File: config.mk
export PLATFORM = sky130hd
export DESIGN_NAME = fifo2stream_burst
export DESIGN_NICKNAME = d
export VERILOG_FILES = /design/src/rtl/fifo2stream_burst.sv
export SDC_FILE = /design/constraint.sdc
export NUM_CORES = 1
export LEC_CHECK = 0
export ABC_CLOCK_PERIOD_IN_PS = 1500
export BUFFER_PORTS_ARGS = -buffer_cell sky130_fd_sc_hd__buf_2
export CAP_MARGIN = 15
export CORE_AREA = 2 2 39 41
export DETAILED_ROUTE_END_ITERATION = 8
export DIE_AREA = 0 0 41 43
export GPL_TIMING_DRIVEN = 0
export PLACE_DENSITY_LB_ADDON = 0.15
export RECOVER_POWER = 50
export SKIP_CTS_REPAIR_TIMING = 1
export SLEW_MARGIN = 40
export SYNTH_ARGS = -nofsm -noshare
export SYNTH_HDL_FRONTEND = slang
export SYNTH_SLANG_ARGS = --single-unit
File: constraint.sdc
create_clock -name clk -period 1.5 [get_ports clk]
set_input_delay 0.225 -clock clk [delete_from_list [all_inputs] [get_ports clk]]
set_output_delay 0.225 -clock clk [all_outputs]
set_load 0.005 [all_outputs]
File: src/rtl/fifo2stream_burst.sv
// rtl/fifo2stream_burst.sv - FWFT FIFO to fixed-length burst stream adapter
// Optional feature macro FIFO2STREAM_PAD_EN: pad a starved burst with PAD_VALUE beats.
module fifo2stream_burst #(
  parameter int                    DATA_WIDTH   = 4,
  parameter int                    BURST_LEN    = 16,
  parameter int                    IDLE_TIMEOUT = 8,
  parameter logic [DATA_WIDTH-1:0] PAD_VALUE    = '0
) (
  input  logic                  clk,
  input  logic                  rst_n,
  input  logic [DATA_WIDTH-1:0] fifo_dout,
  input  logic                  fifo_empty,
  output logic                  fifo_rd_en,
  output logic [DATA_WIDTH-1:0] m_tdata,
  output logic                  m_tvalid,
  input  logic                  m_tready,
  output logic                  m_tlast,
  output logic                  m_tuser
);

  localparam int               CNT_W     = $clog2(BURST_LEN);
  localparam logic [CNT_W-1:0] LAST_BEAT = CNT_W'(BURST_LEN - 1);

  if (DATA_WIDTH < 1 || BURST_LEN < 2 || IDLE_TIMEOUT < 1 ||
      $bits(PAD_VALUE) != DATA_WIDTH) begin : g_param_check
    $error("fifo2stream_burst: invalid parameter set");
  end

`ifdef FIFO2STREAM_PAD_EN
  typedef enum logic [1:0] {IDLE, ACTIVE, PAD} state_t;

  localparam int                  STARVE_W   = $clog2(IDLE_TIMEOUT + 1);
  localparam logic [STARVE_W-1:0] STARVE_MAX = STARVE_W'(IDLE_TIMEOUT);

  logic [STARVE_W-1:0] starve_cnt;
  logic [STARVE_W-1:0] starve_cnt_nxt;
  logic                m_tuser_nxt;
`else
  typedef enum logic {IDLE, ACTIVE} state_t;
`endif

  state_t                state;
  state_t                state_nxt;
  logic [CNT_W-1:0]      beat_cnt;
  logic [CNT_W-1:0]      beat_cnt_nxt;
  logic [DATA_WIDTH-1:0] m_tdata_nxt;
  logic                  m_tvalid_nxt;
  logic                  m_tlast_nxt;
  logic                  load_ok;
  logic                  in_pad;
  logic                  pop;
  logic                  at_last;

  // The single output register may load whenever it is empty or being drained.
  assign load_ok = ~m_tvalid | m_tready;

`ifdef FIFO2STREAM_PAD_EN
  assign in_pad = (state == PAD);
`else
  assign in_pad  = 1'b0;
  assign m_tuser = 1'b0;
`endif

  // Gated by rst_n so no word is lost from the FIFO while the block is held in reset.
  assign pop        = rst_n & ~fifo_empty & load_ok & ~in_pad;
  assign fifo_rd_en = pop;
  assign at_last    = (beat_cnt == LAST_BEAT);

  always_ff @(posedge clk or negedge rst_n) begin
    if (!rst_n) begin
      state      <= IDLE;
      beat_cnt   <= '0;
      m_tdata    <= '0;
      m_tvalid   <= 1'b0;
      m_tlast    <= 1'b0;
`ifdef FIFO2STREAM_PAD_EN
      m_tuser    <= 1'b0;
      starve_cnt <= '0;
`endif
    end else begin
      state      <= state_nxt;
      beat_cnt   <= beat_cnt_nxt;
      m_tdata    <= m_tdata_nxt;
      m_tvalid   <= m_tvalid_nxt;
      m_tlast    <= m_tlast_nxt;
`ifdef FIFO2STREAM_PAD_EN
      m_tuser    <= m_tuser_nxt;
      starve_cnt <= starve_cnt_nxt;
`endif
    end
  end

  always_comb begin
    state_nxt      = state;
    beat_cnt_nxt   = beat_cnt;
    m_tdata_nxt    = m_tdata;
    m_tvalid_nxt   = m_tvalid;
    m_tlast_nxt    = m_tlast;
`ifdef FIFO2STREAM_PAD_EN
    m_tuser_nxt    = m_tuser;
    starve_cnt_nxt = starve_cnt;
`endif

    if (pop) begin
      m_tdata_nxt  = fifo_dout;
      m_tvalid_nxt = 1'b1;
      m_tlast_nxt  = at_last;
`ifdef FIFO2STREAM_PAD_EN
      m_tuser_nxt  = 1'b0;
`endif
      beat_cnt_nxt = at_last ? '0 : beat_cnt + 1'b1;
      state_nxt    = at_last ? IDLE : ACTIVE;
    end
`ifdef FIFO2STREAM_PAD_EN
    else if (in_pad && load_ok) begin
      m_tdata_nxt  = PAD_VALUE;
      m_tvalid_nxt = 1'b1;
      m_tlast_nxt  = at_last;
      m_tuser_nxt  = 1'b1;
      beat_cnt_nxt = at_last ? '0 : beat_cnt + 1'b1;
      state_nxt    = at_last ? IDLE : PAD;
    end
`endif
    else if (load_ok) begin
      m_tvalid_nxt = 1'b0;
    end

`ifdef FIFO2STREAM_PAD_EN
    // A pop on the would-be timeout cycle clears the count, so real data always beats padding.
    if (state != ACTIVE || pop) begin
      starve_cnt_nxt = '0;
    end else if (fifo_empty && load_ok && starve_cnt != STARVE_MAX) begin
      starve_cnt_nxt = starve_cnt + 1'b1;
    end

    if (state == ACTIVE && !pop && starve_cnt_nxt == STARVE_MAX) begin
      state_nxt = PAD;
    end
`endif
  end

endmodule

Word-level counts from Yosys, hierarchy flattened
Index checks and enable logic that the tools add are counted.
{"block": "totals", "output_inout_bits": 8, "wordCells": 15, "inputBits": 8, "ff_bits": 10}
{"block": "classes", "muxes": 3, "n_bitwise": 5, "n_addsub": 1, "n_reduce_logical": 1, "eq_ne": 1}
{"op": "$add 4x1->4 const B", "count": 1}
{"op": "$eq 4x4->1 const B", "count": 1}
{"op": "$mux 4", "count": 1}
{"op": "$and 1x1->1", "count": 2}
{"op": "$mux 1", "count": 2}
{"op": "$not 1->1", "count": 2}
{"op": "$reduce_bool 2->1", "count": 1}
{"op": "$or 1x1->1", "count": 1}

Depth between registers and ports, before layout
Gate-level depths: netlist (run 1).
{"block": "logic_depth", "depth_word": 4, "ltp_mapped": 4, "mapped_depth_nobuf": 4}

Worst setup path before layout (run 1)
OpenSTA, ideal clock, no wires.
{"block": "synth_timing", "path_type": "flip-flop to flip-flop", "start": "reg m_tvalid", "end": "reg beat_cnt[0]", "stages_incl_launch_ff": 5, "setup_time_ns": 0.125, "slack_ns": 0.334, "n_path_buf": 1, "synth_period_minus_slack_ns": 1.166, "required_time_ns": 1.375, "t_arrival_ns": 1.041, "path_cell_list": "dfrtp_1 nand2b_4 and2_4 buf_6 mux2_4"}
{"block": "synth_via", "elab_chain_cells": 3}
{"item": "start: declaration", "line": "15", "rtl": "output logic m_tvalid,"}
{"item": "start signal: assignment", "line": "84", "rtl": "m_tvalid <= m_tvalid_nxt;"}
{"item": "$not 1->1", "line": "55", "rtl": "assign load_ok = ~m_tvalid | m_tready;"}
{"item": "$or 1x1->1", "line": "55"}
{"item": "$and 1x1->1", "line": "65", "rtl": "assign pop = rst_n & ~fifo_empty & load_ok & ~in_pad;"}
{"item": "via fifo_rd_en", "line": "13", "rtl": "output logic fifo_rd_en,"}
{"item": "end signal: assignment", "line": "82", "rtl": "beat_cnt <= beat_cnt_nxt;"}
{"item": "end: declaration", "line": "44", "rtl": "logic [CNT_W-1:0] beat_cnt;"}
The timed path passes the listed nets, and every way through them passes these cells.
A chain may end at the register's enable or synchronous reset.

Final worst setup path (run 1)
{"block": "layout_timing", "start": "reg m_tvalid", "end": "out fifo_rd_en"}
{"block": "layout_via", "elab_chain_cells": 3}
{"item": "$not 1->1", "line": "55"}
{"item": "$or 1x1->1", "line": "55"}
{"item": "$and 1x1->1", "line": "65"}
{"item": "end: declaration", "line": "13"}
No other way between the ends.

==> key figures, run 1 <==
Power and ir drop
  • Pwr Total: 0.0008855 W
  • PwrDens: between 1000 and 1500 nW/um^2
  • Leakage: 0.3123 nW
  • Peak supply drop: 0.0007504 V

Floorplanning
  • Die Area: about 1800 um^2
  • Die width: roughly 41 um
  • Chip height: 43 um
  • # IOs: 16
  • Core Rows: 14
  • Core area: about 1400 um^2
  • Initial Util: about a third

Global routing
  • Largest net degree at the start of global routing: 13
  • First-pass GRT wire length: 1338 um
  • Vias in the first global route: roughly 290
  • Total gr overflow: 0
  • Initial antenna violation count: 0
  • GRT Util Overall: 12.70%

Synthesis
  • Main combinational cell family by area after synthesis: multiplexers
  • Ys Warns: 0
  • Yosys top cell by area: dfrtp_1
  • Top cell type's share of synthesized area: 51.28%
  • Post-synthesis xor/xnor area fraction: 1.795%
  • Syn nets: 43
  • Simple-Gate Fraction of Synth Area: between 10% and 20%
  • Synth top area cells: dfrtp_1 (51%), mux2_4 (22%), nand2b_4 (2.8%)
  • Sequential area share after synthesis: 51.28%
  • Avg Cell Area, Syn: 14.35 um^2
  • Synth Area in Compound Gates: 5.641%
  • Adder-cell share of the synthesized area: 2.564%
  • Yosys cell types: 18
  • Instance count of the mapped netlist: 34
  • #FFs+latches synth: 10
  • Mux contribution to synthesized area: 21.54%
  • Post-Syn Area: around 500 um^2

Status
  • Outcome: finished clean

Place
  • Port bufs: 14
  • RePlAce Congestion: 0.7437
  • DP Area: 578.1 um^2
  • Placed Cells: 64
  • Post-DP HPWL: about 660 um

Worst hold path
  • Hold Path Depth: 2
  • Hold endpoint: m_tvalid
  • Hold wc startpoint: fifo_empty
  • Worst hold path class: in -> reg

STA
  • Slew Limit Fails: 0
  • Worst Skew: 0.6623 ps
  • Tcrit/Tclk final: between 90% and 100%
  • RSZ-0062 raised after global routing: no
  • Fmax: a little over 700 MHz
  • Hold Vio Cnt, Final: 0
  • Final setup viols: 0
  • Min cycle time layout: 1384 ps
  • Setup TNS Final: 0 ps

Cells and area
  • # diodes: 0
  • FILL cells: 140
  • Nets@finish: 63
  • Area grow syn2layout: 23.59%
  • Final Util: around 44%
  • Multi-input gate area in the final layout: between 200 and 250 um^2
  • Post-route insts no fill: 68
  • Layout cells sized above 1: 51.92%
  • FF+latch area: 250.2 um^2
  • Design area: 603.1 um^2

Critical path
  • CP Data Arrival Time: roughly 1200 ps
  • R2r endpoint: m_tlast
  • Max Fanout on Critical Path: 9
  • Register-to-register path setup slack: 260 ps
  • CP Launch Type: flip-flop
  • Reg2reg path depth: 3
  • CP startpoint: m_tvalid
  • Worst Path Required: between 1000 and 1500 ps
  • RR Startpoint: beat_cnt[0]
  • CP Class: reg -> out
  • Crit end category: output port

CTS
  • Clock sink count: 10
  • Clock transition at the registers of the reported paths: 60 ps
  • Clk Latency, worst-skew pair: 260 ps
  • H-tree levels: 1
  • Clock Tree Root: clkbuf_4
  • CTS buffer count: 3
  • Worst-case clock buffer depth: 2
  • CTS tree: done

Routing
  • DRT Pass-1 Iters: 4
  • Final WL: 925 um
  • Initial drt markers: 13
  • DR vias/cell: 4.809
  • DRC: 0
  • Vias post-DR: 327
  • ANT nets after route: 0
  • Avg WL per Cell: 13.60 um

Run
  • Max Cap Viol: 0
[power breakdown]
group	leakage, nW	internal (W)	total, W	switching [W]
combinational	0.178	0.000175	0.000276	0.000101
sequential	0.120	0.000354	0.000428	0.0000747
clock	0.0138	0.0000926	0.000181	0.0000884
total	0.312	0.000621	0.000886	0.000264
[cells in the mapped netlist (all sizes together)]
| library cell | count |
|---|---|
| a21o | 1 |
| a31oi | 1 |
| a41oi | 1 |
| and2 | 1 |
| and3 | 2 |
| buf | 2 |
| conb | 1 |
| dfrtp | 10 |
| ha | 1 |
| inv | 1 |
| mux2 | 7 |
| nand2b | 1 |
| nand3 | 1 |
| nor2 | 1 |
| nor2b | 1 |
| o21ai | 1 |
| xnor2 | 1 |
[kinds of logic after synthesis]
kind of cell | after synthesis
multiplexers | 7
buffers and inverters | 3
other | 1
XOR/XNOR | 1
flip-flops | 10
AND/OR/NAND/NOR | 7
AO/OA/AOI/OAI | 4
adder cells (fa/ha/maj) | 1
[worst max path at each step]
stage	end	slack, ps	cells after the start
2_1_floorplan	beat_cnt[0]	330	4
3_3_place_gp	m_tlast	100	5
3_5_place_dp	m_tlast	60	5
4_1_cts	fifo_rd_en	110	4
5_1_grt	fifo_rd_en	50	4
6_report	fifo_rd_en	120	4
[final cells by class]
class                      instances  area share, %
sequential                        10          41.49
multi-input combinational         21          34.85
timing repair buffer              15          12.86
clock buffer                       3          3.734
tap                               16          3.320
buffer                             2          3.112
inverter                           1         0.6224
[through the flow]
stage	setup slack [ps]	hold WS, ps
3_5_place_dp	63.92	107.3
2_1_floorplan	333.9	-70.59
3_3_place_gp	101.8	98.71
4_1_cts	106.9	-174.5
5_1_grt	45.43	168.5
6_report	116.1	184.3
[worst max-delay path: stages, from the launching register on]
cell      delay [ps]
dfrtp_1          380
nand2b_2         100
and2_4           140
buf_6            150
buf_2            130
[routing by layer]
layer / vias to the layer above / global-route usage [%] / wire length [um]
met5: - / 0 / 0
met1: 159 / 14.38 / 390
li1: 153 / - / -
met2: 11 / 17.19 / 437
met3: 4 / 7.853 / 78
met4: 0 / 8.000 / 19
[cell usage in the layout, fill, tap and decap left out]
cell type      count
a21o_1             1
a31oi_1            1
a41oi_1            1
and2_4             1
and3_1             2
buf_2             12
buf_4              1
buf_6              1
clkbuf_1           2
clkbuf_4           3
conb_1             1
dfrtp_1           10
dlygate4sd3_1      1
ha_1               1
inv_1              1
mux2_4             7
nand2b_2           1
nand3_1            1
nor2_1             1
nor2b_4            1
o21ai_0            1
xnor2_1            1
[state kept, by name, indices dropped and copies added, names as in the netlist]
signal / flops
beat_cnt: 4
m_tlast: 1
m_tdata: 4
m_tvalid: 1
No activity file was read; power rests on OpenSTA's default activity.
==> run 2: changes to the inputs <==
--- a/config.mk
+++ b/config.mk
@@ -8,9 +8,11 @@
 export ABC_CLOCK_PERIOD_IN_PS = 1500
 export BUFFER_PORTS_ARGS = -buffer_cell sky130_fd_sc_hd__buf_2
 export CAP_MARGIN = 15
-export CORE_AREA = 2 2 39 41
+export CELL_PAD_IN_SITES_DETAIL_PLACEMENT = 1
+export CELL_PAD_IN_SITES_GLOBAL_PLACEMENT = 2
+export CORE_UTILIZATION = 30
+export CTS_CLUSTER_DIAMETER = 60
 export DETAILED_ROUTE_END_ITERATION = 8
-export DIE_AREA = 0 0 41 43
 export GPL_TIMING_DRIVEN = 0
 export PLACE_DENSITY_LB_ADDON = 0.15
 export RECOVER_POWER = 50
==> key figures, run 2 (same netlist as run 1, synthesis figures left out) <==
Critical path
  • Slowest cell on the critical path: dfrtp_1
  • Max Fanout on Critical Path: 9
  • Worst Path Required: 1270 ps
  • Register-to-register path setup slack: 270 ps
  • RR Startpoint: beat_cnt[0]
  • Crit end category: output port
  • Max incr delay on CP: 390 ps
  • R2r endpoint: m_tlast
  • CP Data Arrival Time: 1180 ps
  • Reg2reg path depth: 3
  • CP Class: reg -> out
  • CP Launch Type: flip-flop
  • Worst path cell trace: nand2b_2, and2_4, buf_6, buf_2

STA
  • Slew Limit Fails: 0
  • Final hold slack: 193.9 ps
  • Final setup viols: 0
  • Hold Vio Cnt, Final: 0
  • Min cycle time layout: 1408 ps
  • Worst Skew: 1.882 ps
  • Tcrit/Tclk final: 93.87%
  • RSZ-0062 raised after global routing: no
  • Setup TNS Final: 0 ps
  • Fmax: 710.2 MHz

Run
  • Max Cap Viol: 0

Power and ir drop
  • Gate power share: 28.5%
  • Peak supply drop: 0.0005382 V
  • Pint: 0.0006742 W
  • Clock network power share: roughly a quarter
  • Net Sw Frac: 28.10%
  • Sw Pwr: 0.0002635 W
  • Sequential share of power: 45.2%
  • Leakage: 0.3223 nW
  • PwrDens: around 1500 nW/um^2

Cells and area
  • Area grow syn2layout: 26.67%
  • Most common cell after layout, fill and taps aside: buf_2
  • Nets@finish: 63
  • Post-route insts no fill: 69
  • Leading cell types in the layout, fill and taps excluded: buf_2 (13), dfrtp_1 (10), mux2_4 (7)
  • # diodes: 0
  • Design area: roughly 600 um^2
  • FILL cells: 175
  • Final Util: between 40% and 50%
  • Layout cells sized above 1: between 50% and 60%
  • Largest registers: beat_cnt (4), m_tdata (4)

Global routing
  • Largest net degree at the start of global routing: 13
  • Initial antenna violation count: 0
  • Vias in the first global route: 337
  • First-pass GRT wire length: 1614 um
  • GRT Util Overall: 12.59%
  • Total gr overflow: 0

Worst hold path
  • Hold wc startpoint: fifo_dout[1]
  • Hold endpoint: m_tdata[1]
  • Worst hold path class: in -> reg
  • Hold Path Depth: 2

Place
  • DP Area: 578.1 um^2
  • Port bufs: 14
  • RePlAce Congestion: 0.6756
  • Placed Cells: 64
  • Post-DP HPWL: 701.2 um

Floorplanning
  • Core area: about 1500 um^2
  • Core Rows: 14
  • Die width: 42.33 um
  • # IOs: 16
  • Die Area: 1792 um^2
  • Chip height: 42.33 um
  • Initial Util: 32.39%

Routing
  • DRT Pass-1 Iters: 2
  • Vias post-DR: 328
  • DRC: 0
  • Avg WL per Cell: approximately 14 um
  • Initial drt markers: 1
  • DR vias/cell: around 4.8
  • ANT nets after route: 0
  • Final WL: 975 um

CTS
  • CTS tree: done
  • Worst-case clock buffer depth: 2
  • Clock sink count: 10
  • Clk Latency, worst-skew pair: between 200 and 300 ps
  • Clock transition at the registers of the reported paths: 70 ps
  • CTS buffer count: 3
  • Clock Tree Root: clkbuf_4
  • H-tree levels: 1

Status
  • Outcome: finished clean
-- run 2: stage by stage --
stage                     total power [W]  setup WS, ps
final                           0.0009377         91.99
after global routing             0.001010         25.13
after CTS                       0.0009527         80.99
after detailed placement        0.0007022         35.41
after global placement          0.0006806         91.52
after floorplan                 0.0006136         333.9
-- run 2: power by group through the flow --
stage / logic [W] / registers, W / clock network [W]
after floorplan: 0.000196 / 0.000417 / 0
after global placement: 0.000259 / 0.000422 / 0
after detailed placement: 0.000271 / 0.000431 / 0
after CTS: 0.000272 / 0.000426 / 0.000254
after global routing: 0.000300 / 0.000438 / 0.000272
final: 0.000268 / 0.000424 / 0.000246
-- run 2: worst max-delay path by stage --
stage,from,end,slack [ps],depth (start not counted)
final,m_tvalid,fifo_rd_en,90,4
after global routing,m_tvalid,fifo_rd_en,30,4
after CTS,m_tvalid,fifo_rd_en,80,4
after detailed placement,rst_n,m_tdata[2],40,5
after global placement,rst_n,m_tdata[2],90,5
after floorplan,m_tvalid,beat_cnt[0],330,4
-- run 2: critical path, delay by kind of cell (launching register included) --
| family | cells | cell delay (ps) |
|---|---|---|
| DFF | 1 | 390 |
| buffers and inverters | 2 | 280 |
| and+or+nand+nor | 2 | 250 |
-- run 2: routing by layer --
layer	routed length, um	up-vias	GRT usage (%)
li1	-	155	-
met1	431	159	15.89
met2	467	12	18.15
met3	64	2	4.741
met4	11	0	7.500
met5	0	-	0
-- run 2: cell type report --
cell class / count / area, um^2 / area share (%)
multi-input cells: 21 / 210.2 / 34.01
well taps: 16 / 20.02 / 3.239
flip-flops and latches: 10 / 250.2 / 40.49
repair buffers: 15 / 78.83 / 12.75
plain buffers: 2 / 18.77 / 3.036
inverters: 1 / 3.754 / 0.6073
clock buffers: 4 / 36.28 / 5.870
==> run 3: changes to the inputs <==
--- a/config.mk
+++ b/config.mk
@@ -15,7 +15,6 @@
 export DETAILED_ROUTE_END_ITERATION = 8
 export GPL_TIMING_DRIVEN = 0
 export PLACE_DENSITY_LB_ADDON = 0.15
-export RECOVER_POWER = 50
 export SKIP_CTS_REPAIR_TIMING = 1
 export SLEW_MARGIN = 40
 export SYNTH_ARGS = -nofsm -noshare
==> key figures, run 3 (same netlist as run 1, synthesis figures left out) <==
Routing
  • Avg WL per Cell: roughly 14 um
  • Vias post-DR: 328
  • DR vias/cell: 4.754
  • Initial drt markers: 1
  • DRT Pass-1 Iters: 2
  • Final WL: 972 um
  • ANT nets after route: 0
  • DRC: 0

STA
  • Hold Vio Cnt, Final: 0
  • RSZ-0062 raised after global routing: no
  • Fmax: 714.2 MHz
  • Tcrit/Tclk final: 93.34%
  • Min cycle time layout: 1400 ps
  • Final hold slack: ~190 ps
  • Setup TNS Final: 0 ps
  • Slew Limit Fails: 0
  • Worst Skew: 2.066 ps
  • Final setup viols: 0

Floorplanning
  • Chip height: between 40 and 50 um
  • Core area: 1506 um^2
  • # IOs: 16
  • Die Area: 1792 um^2
  • Core Rows: 14
  • Die width: ~42 um
  • Initial Util: 32.39%

Critical path
  • Crit end category: output port
  • Worst Path Required: 1270 ps
  • CP Data Arrival Time: 1180 ps
  • Max Fanout on Critical Path: 9
  • CP Launch Type: flip-flop
  • CP Class: reg -> out

Global routing
  • GRT Util Overall: 12.59%
  • First-pass GRT wire length: 1614 um
  • Vias in the first global route: 337
  • Initial antenna violation count: 0
  • Largest net degree at the start of global routing: 13
  • Total gr overflow: 0

Cells and area
  • Most common cell after layout, fill and taps aside: buf_2
  • Post-route insts no fill: 69
  • Layout cells sized above 1: between 50% and 60%
  • Nets@finish: 63
  • Largest registers: beat_cnt (4), m_tdata (4)
  • # diodes: 0
  • Leading cell types in the layout, fill and taps excluded: buf_2 (14), dfrtp_1 (10), mux2_4 (7)
  • Area grow syn2layout: 27.95%

Run
  • Max Cap Viol: 0

Place
  • Port bufs: 14
  • Post-DP HPWL: 701.2 um
  • RePlAce Congestion: about 0.68
  • Placed Cells: 64

CTS
  • Worst-case clock buffer depth: 2
  • Clock sink count: 10
  • Clock transition at the registers of the reported paths: around 70 ps
  • CTS tree: done
  • CTS buffer count: 3
  • Clk Latency, worst-skew pair: 260 ps
  • H-tree levels: 1
  • Clock Tree Root: clkbuf_4

Worst hold path
  • Worst hold path class: in -> reg

Power and ir drop
  • Peak supply drop: roughly 0.00054 V
  • Leakage: 0.3304 nW
  • PwrDens: 1505 nW/um^2

Status
  • Outcome: finished clean
[run 3: power by group]
group          internal [W]  total, W  switching [W]
combinational      0.000175  0.000269      0.0000938
clock              0.000147  0.000246      0.0000989
sequential         0.000353  0.000425      0.0000713
[run 3: metrics by stage]
stage	utilization, %	area, um^2	setup slack, ps	power, W
after global placement	38.37	578.1	91.52	0.0006806
after global routing	41.45	624.3	26.36	0.001012
after detailed placement	38.37	578.1	35.41	0.0007022
after floorplan	-	488.0	333.9	0.0006136
final	41.45	624.3	99.87	0.0009398
after CTS	40.78	614.3	80.99	0.0009527
[run 3: path summary, 6_finish.rpt]
path	startpoint	depth (start not counted)	slack, ps	endpoint
setup / recovery	m_tvalid	4	100	fifo_rd_en
min in group asynchronous	rst_n	2	500	m_tdata[3]
max in group asynchronous	rst_n	2	680	m_tdata[1]
hold reg to reg	beat_cnt[3]	1	500	beat_cnt[3]
hold / removal	fifo_empty	2	190	m_tvalid
setup reg to reg	beat_cnt[0]	3	270	m_tlast
[run 3: worst max-delay path, stage by stage (launching register included)]
cell	delay, ps
dfrtp_1	410
nand2b_4	90
and2_4	140
buf_6	150
buf_2	130
[run 3: routing by layer]
layer  global-route usage (%)  vias up  wire length (um)
met5                        0        -                 0
met1                    15.89      159               430
met2                    18.15       12               466
met4                    7.500        0                11
met3                    4.741        2                64
li1                         -      155                 -
[run 3: area by class of cell]
class | instances | area, um^2
fillers | 173 | 882.1
repair buffers | 15 | 80.08
clock buffers | 4 | 36.28
multi-input cells | 21 | 215.2
inverters | 1 | 3.754
plain buffers | 2 | 18.77
well taps | 16 | 20.02
flip-flops and latches | 10 | 250.2
